`config.mk`:
```
export PLATFORM = sky130hd
export DESIGN_NAME = letc_core_scoreboard
export DESIGN_NICKNAME = d
export VERILOG_FILES = /design/src/rtl/letc_core_scoreboard.sv
export SDC_FILE = /design/constraint.sdc
export NUM_CORES = 1
export LEC_CHECK = 0
export BUFFER_PORTS_ARGS = -buffer_cell sky130_fd_sc_hd__buf_4
export CELL_PAD_IN_SITES_DETAIL_PLACEMENT = 1
export CELL_PAD_IN_SITES_GLOBAL_PLACEMENT = 2
export CORE_MARGIN = 2
export CORE_UTILIZATION = 35
export DETAILED_ROUTE_END_ITERATION = 16
export HOLD_SLACK_MARGIN = 0.15
export PLACE_DENSITY = 0.92
export SETUP_SLACK_MARGIN = 0.4
export SLEW_MARGIN = 15
export SYNTH_ARGS = -nofsm -noshare
export SYNTH_HDL_FRONTEND = slang
export SYNTH_SLANG_ARGS = --single-unit
```
`constraint.sdc`:
```
create_clock -name i_clk -period 6.6 [get_ports i_clk]
set_clock_uncertainty 0.15 [all_clocks]
set_input_delay 0 -clock i_clk [delete_from_list [all_inputs] [get_ports i_clk]]
set_output_delay 0 -clock i_clk [all_outputs]
set_load 0.01 [all_outputs]
```
`src/rtl/letc_core_scoreboard.sv`:
```
// LETC register scoreboard and issue controller between decode and execute.
// Option: LETC_SCOREBOARD_WB_BYPASS_EN lets same-cycle writeback unblock issue.
package letc_pkg;
  typedef logic [4:0] reg_index_t;

  typedef enum logic [4:0] {
    LOAD     = 5'b00000,
    MISC_MEM = 5'b00011,
    OP_IMM   = 5'b00100,
    AUIPC    = 5'b00101,
    STORE    = 5'b01000,
    AMO      = 5'b01011,
    OP       = 5'b01100,
    LUI      = 5'b01101,
    BRANCH   = 5'b11000,
    JALR     = 5'b11001,
    JAL      = 5'b11011,
    SYSTEM   = 5'b11100
  } opcode_e;
endpackage

module letc_core_scoreboard
  import letc_pkg::*;
#(
  parameter int STALL_CNT_W = 16
) (
  input  logic                   i_clk,
  input  logic                   i_rst_n,
  input  logic                   i_flush,
  input  logic                   i_issue_valid,
  output logic                   o_issue_ready,
  input  opcode_e                i_opcode,
  input  reg_index_t             i_rd,
  input  reg_index_t             i_rs1,
  input  reg_index_t             i_rs2,
  input  logic                   i_wb_valid,
  input  reg_index_t             i_wb_rd,
  output logic [31:0]            o_busy,
  output logic                   o_empty,
  output logic [STALL_CNT_W-1:0] o_stall_count
);

  logic [31:0] busy_q;
  logic [31:0] busy_d;
  logic [31:0] hz_busy;
  logic [31:0] set_mask;
  logic [31:0] clr_mask;
  logic [STALL_CNT_W-1:0] stall_q;

  logic use_rs1;
  logic use_rs2;
  logic use_rd;
  logic is_sys;
  logic raw;
  logic waw;
  logic fire;

  always_comb begin
    use_rs1 = 1'b0;
    use_rs2 = 1'b0;
    use_rd  = 1'b0;
    is_sys  = 1'b0;
    unique case (i_opcode)
      LUI, AUIPC, JAL: begin
        use_rd = 1'b1;
      end
      JALR, LOAD, OP_IMM: begin
        use_rs1 = 1'b1;
        use_rd  = 1'b1;
      end
      OP, AMO: begin
        use_rs1 = 1'b1;
        use_rs2 = 1'b1;
        use_rd  = 1'b1;
      end
      STORE, BRANCH: begin
        use_rs1 = 1'b1;
        use_rs2 = 1'b1;
      end
      SYSTEM: begin
        use_rs1 = 1'b1;
        use_rd  = 1'b1;
        is_sys  = 1'b1;
      end
      default: begin
      end
    endcase
  end

  assign clr_mask = (i_wb_valid && i_wb_rd != '0)
                  ? (32'(1) << i_wb_rd) : '0;

`ifdef LETC_SCOREBOARD_WB_BYPASS_EN
  assign hz_busy = busy_q & ~clr_mask;
`else
  assign hz_busy = busy_q;
`endif

  // busy_q[0] is never set, so x0 drops out of the hazard check for free
  assign raw = (use_rs1 && hz_busy[i_rs1])
            || (use_rs2 && hz_busy[i_rs2]);
  assign waw = use_rd && hz_busy[i_rd];

  assign o_issue_ready = !i_flush && !raw && !waw
                      && !(is_sys && !o_empty);
  assign fire = i_issue_valid && o_issue_ready;

  assign set_mask = (fire && use_rd && i_rd != '0)
                  ? (32'(1) << i_rd) : '0;

  // set is OR-ed after clear so a same-index collision stays busy
  assign busy_d = i_flush ? '0 : ((busy_q & ~clr_mask) | set_mask);

  always_ff @(posedge i_clk or negedge i_rst_n) begin
    if (!i_rst_n) begin
      busy_q  <= '0;
      stall_q <= '0;
    end else begin
      busy_q <= busy_d;
      if (i_issue_valid && !o_issue_ready && !i_flush
          && stall_q != '1) begin
        stall_q <= stall_q + 1'b1;
      end
    end
  end

  assign o_busy        = busy_q;
  assign o_empty       = (busy_q == '0);
  assign o_stall_count = stall_q;

`ifndef SYNTHESIS
  wb_to_busy_reg: assert property (
    @(posedge i_clk) disable iff (!i_rst_n)
    (i_wb_valid && i_wb_rd != '0 && !i_flush) |-> busy_q[i_wb_rd]
  );
`endif

endmodule

```
==> results of run 1 <==
-- final timing paths --
check                                  from          endpoint  cells past startpoint
setup / recovery                    i_rd[0]         o_busy[3]                     10
hold / removal                i_issue_valid  o_stall_count[0]                      4
setup reg to reg                 o_busy[20]         o_busy[3]                      8
hold reg to reg            o_stall_count[6]  o_stall_count[6]                      1
max in group asynchronous           i_rst_n         o_busy[7]                      4
min in group asynchronous           i_rst_n        o_busy[26]                      4
-- cell families (layout without fill, tap and decap cells) --
family | after synthesis | after routing | share of synthesized area (%)
compound gates | 67 | 67 | 14.0
simple gates | 156 | 156 | 25.8
flops | 48 | 48 | 34.3
buf+inv | 26 | 125 | 3.93
mux | 36 | 36 | 18.7
xor+xnor | 12 | 12 | 3.00
fa+ha+maj | 1 | 1 | 0.357
-- metrics by stage --
step / setup slack (ns) / hold WS [ns] / instances / power, W
6_report: 2.55 / 0.184 / 578 / 0.000673
5_1_grt: 2.33 / 0.220 / 578 / 0.000707
4_1_cts: 2.59 / 0.180 / 578 / 0.000679
3_5_place_dp: 3.10 / -0.0860 / 535 / 0.000478
3_3_place_gp: 3.24 / -0.0957 / 535 / 0.000475
2_1_floorplan: 4.03 / -0.446 / 346 / 0.000408
-- final cells by class --
type	instances	share of cell area, %
tap	133	3.62
timing repair buffer	114	20.9
clock inverter	1	0.163
clock buffer	7	1.88
multi-input combinational	272	47.1
inverter	3	0.245
sequential	48	26.1
-- flip-flops by register name, summed over array words and instances (netlist names) --
| register | count |
|---|---|
| o_stall_count | 16 |
| o_busy | 32 |
-- per-layer routing --
layer | part of all wire, % | vias up | GRT usage, %
li1 | - | 1524 | -
met1 | 43 | 1694 | 33.2
met2 | 48 | 124 | 36.6
met3 | 7.4 | 19 | 4.89
met4 | 2.1 | 0 | 7.05
met5 | 0 | - | 0
-- cell usage in the layout (no fill, tap or decap), types with 13 or more instances in the layout --
| cell | n |
|---|---|
| nand2_1 | 34 |
| nor3_1 | 13 |
| nor2b_1 | 21 |
| o31ai_1 | 24 |
| nor4_1 | 13 |
| buf_4 | 79 |
| mux4_2 | 23 |
| dfrtp_1 | 48 |
| o21ai_0 | 24 |
| dlygate4sd3_1 | 34 |
| nand3b_1 | 23 |
-- power groups by stage --
stage               logic [W]  registers [W]  clock network (W)
floorplan           0.0000708       0.000337                  0
CTS                  0.000157       0.000328           0.000195
detailed placement   0.000145       0.000333                  0
finish               0.000157       0.000327           0.000190
global route         0.000172       0.000331           0.000204
global placement     0.000141       0.000334                  0
-- worst min-delay path: cells and delay by family --
kind / cells / cell delay, ns
buffers and inverters: 1 / 0.11
xor gates and xnor gates: 1 / 0.13
and+or+nand+nor: 2 / 0.36
-- repair_timing --
action	in CTS	in global routing
hold endpoints to repair	80	0
hold buffers	35	0
resized for setup	0	0
==> impl_metrics.ini, run 1 <==
[placement]
gp_congestion = 0.862
dpl_cell_area_um2 = 4140
post-dp-hpwl_um = 8870
io_buffers = 79

[yosys]
synth-edff-count = 0
synth-main-ff-cell = dfrtp_1
ys_ff_latch = 48
syn_nets = 377
yosysMostFrequentCell = dfrtp_1
synth.cell_area_um2 = 3510
ys_seq_area_share_pct = 34.3
yosysTopAreaCell = dfrtp_1
syn_inst = 346
syn_area_per_cell_um2 = 10.1
ys_warn_count = 0
synth_top_area_share_pct = 34.3
yosysUniqueCellTypes = 46
netlist_top_cells_count = dfrtp_1, nand2_1, o21ai_0, o31ai_1
ys_async_sr_fraction_pct = 100
synth_area_leaders = dfrtp_1, mux4_2, o31ai_1

[critical_path]
crit_fanout = 31
cp_common_cell = dlygate4sd3_1
startpoint_type = input port
crit_slowest_cell = and4_1
cp.arrival_ns = 4.16
crit_path_cell_trace = dlygate4sd3_1 -> buf_4 -> mux4_2 -> mux2_2 -> a211o_1 -> nand4_1 -> and4_1 -> nand3_4 -> o41ai_2 -> dlygate4sd3_1
critPathKind = in2reg
critPathTopFamily = buffers and inverters
max_stage_delay_ns = 0.66
reg2reg_slack_ns = 2.56
end_kind = register
path_buf_inv = 3
worstPathRequired_ns = 6.70

[final_layout]
diodes = 0
final_cell_area_um2 = 4600
fin_util_pct = 47.3
drive_above_1_share_pct = 28.1
fin_nets = 475
multi_input_area_um2 = 2170
syn_to_final_growth_pct = 31.2
seq_area_um2 = 1200
n_fill_cell = 1126

[detailed_routing]
drc_errors = 0
routed_wirelength_um = 12400
dr.pass1.iters = 5
vias_per_cell = 5.81
routedWlPerCell_um = 21.4
detail-route-antenna-nets = 0
dr_total_vias = 3361
dr.first_iter.drc_count = 270

[floorplanning]
fp-row-count = 36
fp.coreArea_um2 = 9730
initial_utilization_pct = 36.0
ios = 80
dieArea_um2 = 10800
die_h_um = 104
die_w_um = 104

[min_path]
hp-class = in2reg

[cts]
insertion_delay_ns = 0.31
clock-sinks = 48
cts_setup_buffers = 0
ctsHtreeMaxLevel = 2
cts_tree = built
clk_pin_slew_ns = 0.09
cts_buffers = 5
cts_root_buf = clkbuf_8
clock_path_buffers = 2

[power_and_ir_drop]
ir_worst_vdd_uv = 61.7
power.leakage_nw = 1.99
p_int_w = 0.000467
combPwrFrac_pct = 23.3
seqPwrFrac_pct = 48.6
p_clk_share_pct = 28.2
p_sw_w = 0.000207
netSwitchingFraction_pct = 30.7
power_density_nw_per_um2 = 146

[sta]
finalSetupViolations = 0
tns_ns = 0
timing.final.crit_share_pct = 61.4
min_period_ns = 4.05
hold_viol = 0
worst_pin_slew_ns = 0.685
rsz0062_at_grt = no
max-slew-margin-rel_pct = 54.3
fmax_mhz = 247
maxSlewViolCount = 0

[global_route]
grt_usage_pct = 23.6
grt_antenna_before_repair = 0
grt_pass1_wl_um = 20300
grt_remaining_overflow = 0
grt_max_degree = 49
first_global_vias = 3556

[job]
max-cap-violations = 0

[run_status]
status = complete, no violations
(Power assumes the default switching activity.)
==> run 2, diff against run 1 <==
- ABC_AREA: not set -> 1
- CORE_UTILIZATION: 35 -> 27
- PLACE_DENSITY: 0.92 -> 0.87
- clock period: 6.6 -> 3.7 ns (I/O delays scaled with it)
==> run 2 against run 1 <==
Global-route usage down 2.0 points. Sequential share of layout area down 2.5 points. Worst hold slack worse by 0.038 ns. Clock power rose to 2.8 times the previous value. Clock-buffer cell count down 1. First-iteration DRC count up 67%.
==> impl_metrics.ini, run 2 <==
[sta]
fmax_mhz = 345
hold_viol = 0
min_period_ns = 2.90
finalSetupViolations = 0
maxSlewViolCount = 0
tns_ns = 0
rsz0062_at_grt = no
max-slew-margin-rel_pct = 47.2
timing.final.crit_share_pct = 78.3
timing.hold.ws_ns = 0.146
worst_pin_slew_ns = 0.790

[placement]
io_buffers = 79
dpl_cell_area_um2 = 4700
post-dp-hpwl_um = 12800
gp_congestion = 0.893

[run_status]
status = complete, no violations

[yosys]
ys_warn_count = 0
ys_seq_area_share_pct = 29.5
ys_async_sr_fraction_pct = 100
ys_ff_latch = 48
syn_nets = 690
synth_area_leaders = dfrtp_1, nand2_1, nand3_1
synth.cell_area_um2 = 4080
synth-edff-count = 0
yosysTopAreaCell = dfrtp_1
yosysUniqueCellTypes = 34
synth-main-ff-cell = dfrtp_1
yosysMostFrequentCell = nand2_1
synth_top_area_share_pct = 29.5
netlist_top_cells_count = nand2_1, nand3_1, nor2_1
syn_inst = 659
syn_area_per_cell_um2 = 6.18

[floorplanning]
ios = 80
fp.coreArea_um2 = 14600
die_h_um = 127
fp-row-count = 44
die_w_um = 127
initial_utilization_pct = 27.8
dieArea_um2 = 16100

[min_path]
hp-class = in2async

[final_layout]
syn_to_final_growth_pct = 24.8
diodes = 0
largest_reg_flops = 32
final_cell_mix = nand2_1, nand3_1, buf_4
final_common_cell = nand2_1
final_cell_area_um2 = 5090
fin_nets = 766
drive_above_1_share_pct = 14.1
n_fill_cell = 1892

[cts]
insertion_delay_ns = 0.29
cts_buffers = 5
clock_path_buffers = 2
cts_tree = built
ctsHtreeMaxLevel = 2
clock-sinks = 48
clk_pin_slew_ns = 0.06
cts_root_buf = clkbuf_16

[global_route]
grt.busiest_layer = met2
grt_max_degree = 49
grt_remaining_overflow = 0
grt_usage_pct = 21.6
grt_pass1_wl_um = 27500
globalRouteMet1Util_pct = 28.5
first_global_vias = 5097
grtUsageMet3_pct = 3.29
met2_usage_pct = 35.8
grt_antenna_before_repair = 0

[detailed_routing]
detail-route-antenna-nets = 0
drc_errors = 0
dr.pass1.iters = 5
routedWlPerCell_um = 19.1
vias_per_cell = 5.39
routed_wirelength_um = 17600
dr_total_vias = 4962
dr.first_iter.drc_count = 451

[critical_path]
startpoint_type = register
worstPathRequired_ns = 3.77
crit_fanout = 11
cp.arrival_ns = 2.97
end_kind = register
critPathKind = reg2reg

[power_and_ir_drop]
total_power_w = 0.00147
p_clk_share_pct = 35.8
p_int_w = 0.000991
netSwitchingFraction_pct = 32.4
ir_worst_vdd_uv = 149
combPwrFrac_pct = 24.6
power_density_nw_per_um2 = 288
power.leakage_nw = 2.42
seqPwrFrac_pct = 39.5
p_sw_w = 0.000475

[job]
max-cap-violations = 0
[run 2: cell types whose count changed after synthesis, moves of 8 or more]
| cell | change |
|---|---|
| mux4_2 | -23 |
| inv_1 | +56 |
| nand3b_1 | -22 |
| a21oi_1 | +29 |
| nand3_1 | +116 |
| nand2_1 | +147 |
| o31ai_1 | -23 |
| o21ai_0 | +10 |
| nand4_1 | +17 |
| nor2b_1 | -21 |
| nor2_1 | +52 |
| mux2i_1 | -8 |
[run 2: power groups by stage]
stage | logic (W) | clock network (W) | registers, W
floorplan | 0.000205 | 0 | 0.000589
global placement | 0.000327 | 0 | 0.000590
detailed placement | 0.000335 | 0 | 0.000590
CTS | 0.000348 | 0.000538 | 0.000581
global route | 0.000395 | 0.000556 | 0.000583
finish | 0.000361 | 0.000525 | 0.000580
[run 2: kinds of logic (layout without fill, tap and decap cells)]
family / count (synthesis) / after routing / synth area share [%]
AOI/OAI and AO/OA: 76 / 76 / 10.0
xor gates and xnor gates: 14 / 14 / 3.01
adders and majority gates: 1 / 1 / 0.307
buffers and inverters: 100 / 176 / 11.3
DFF: 48 / 48 / 29.5
and+or+nand+nor: 420 / 421 / 45.9
[run 2: critical path, stage by stage, from the launching register on]
cell and delay [ns]:
dfrtp_1 0.50, inv_1 0.17, nand4_1 0.10, nor2_1 0.17
nand2_1 0.07, nor2_1 0.20, nor2_1 0.06, nor2_1 0.09
nand2_1 0.16, nor2_4 0.32, nand3_1 0.13, a21oi_1 0.13
dlygate4sd3_1 0.57
[run 2: layer usage]
layer / wire, um / vias up
met5: 0 / -
met4: 525 / 0
met3: 873 / 34
met2: 8370 / 160
met1: 7810 / 2434
li1: - / 2334
[run 2: final timing paths]
path	cells after the start	to	from	slack, ns
setup / recovery	12	o_busy[16]	o_busy[23]	0.80
hold / removal	2	o_busy[7]	i_rst_n	0.15
max in group asynchronous	2	o_stall_count[8]	i_rst_n	2.80
min in group i_clk	5	o_busy[5]	i_rd[0]	0.18
hold reg to reg	2	o_stall_count[15]	o_stall_count[15]	0.37
setup reg to reg	12	o_busy[16]	o_busy[23]	0.80
[run 2: stage by stage]
stage | instances | util [%] | setup WS [ns]
finish | 920 | 34.7 | 0.804
global route | 920 | 34.7 | 0.531
CTS | 916 | 34.5 | 0.571
detailed placement | 889 | 32.1 | 0.900
global placement | 889 | 32.1 | 1.04
floorplan | 659 | - | 1.58
[run 2: final cells by class]
cell class | count | area, um2 | area share, %
multi-input cells | 512 | 2420 | 47.6
flip-flops and latches | 48 | 1200 | 23.6
repair buffers | 103 | 821 | 16.1
inverters | 65 | 251 | 4.94
well taps | 184 | 230 | 4.53
clock buffers | 6 | 129 | 2.53
clock inverters | 2 | 35.0 | 0.689
[run 2: repair_timing]
item	4_1_cts	5_1_grt
hold buffers	19	0
resized for setup	0	0
setup buffers	0	3
hold endpoints to repair	83	0
setup endpoints to repair	0	3
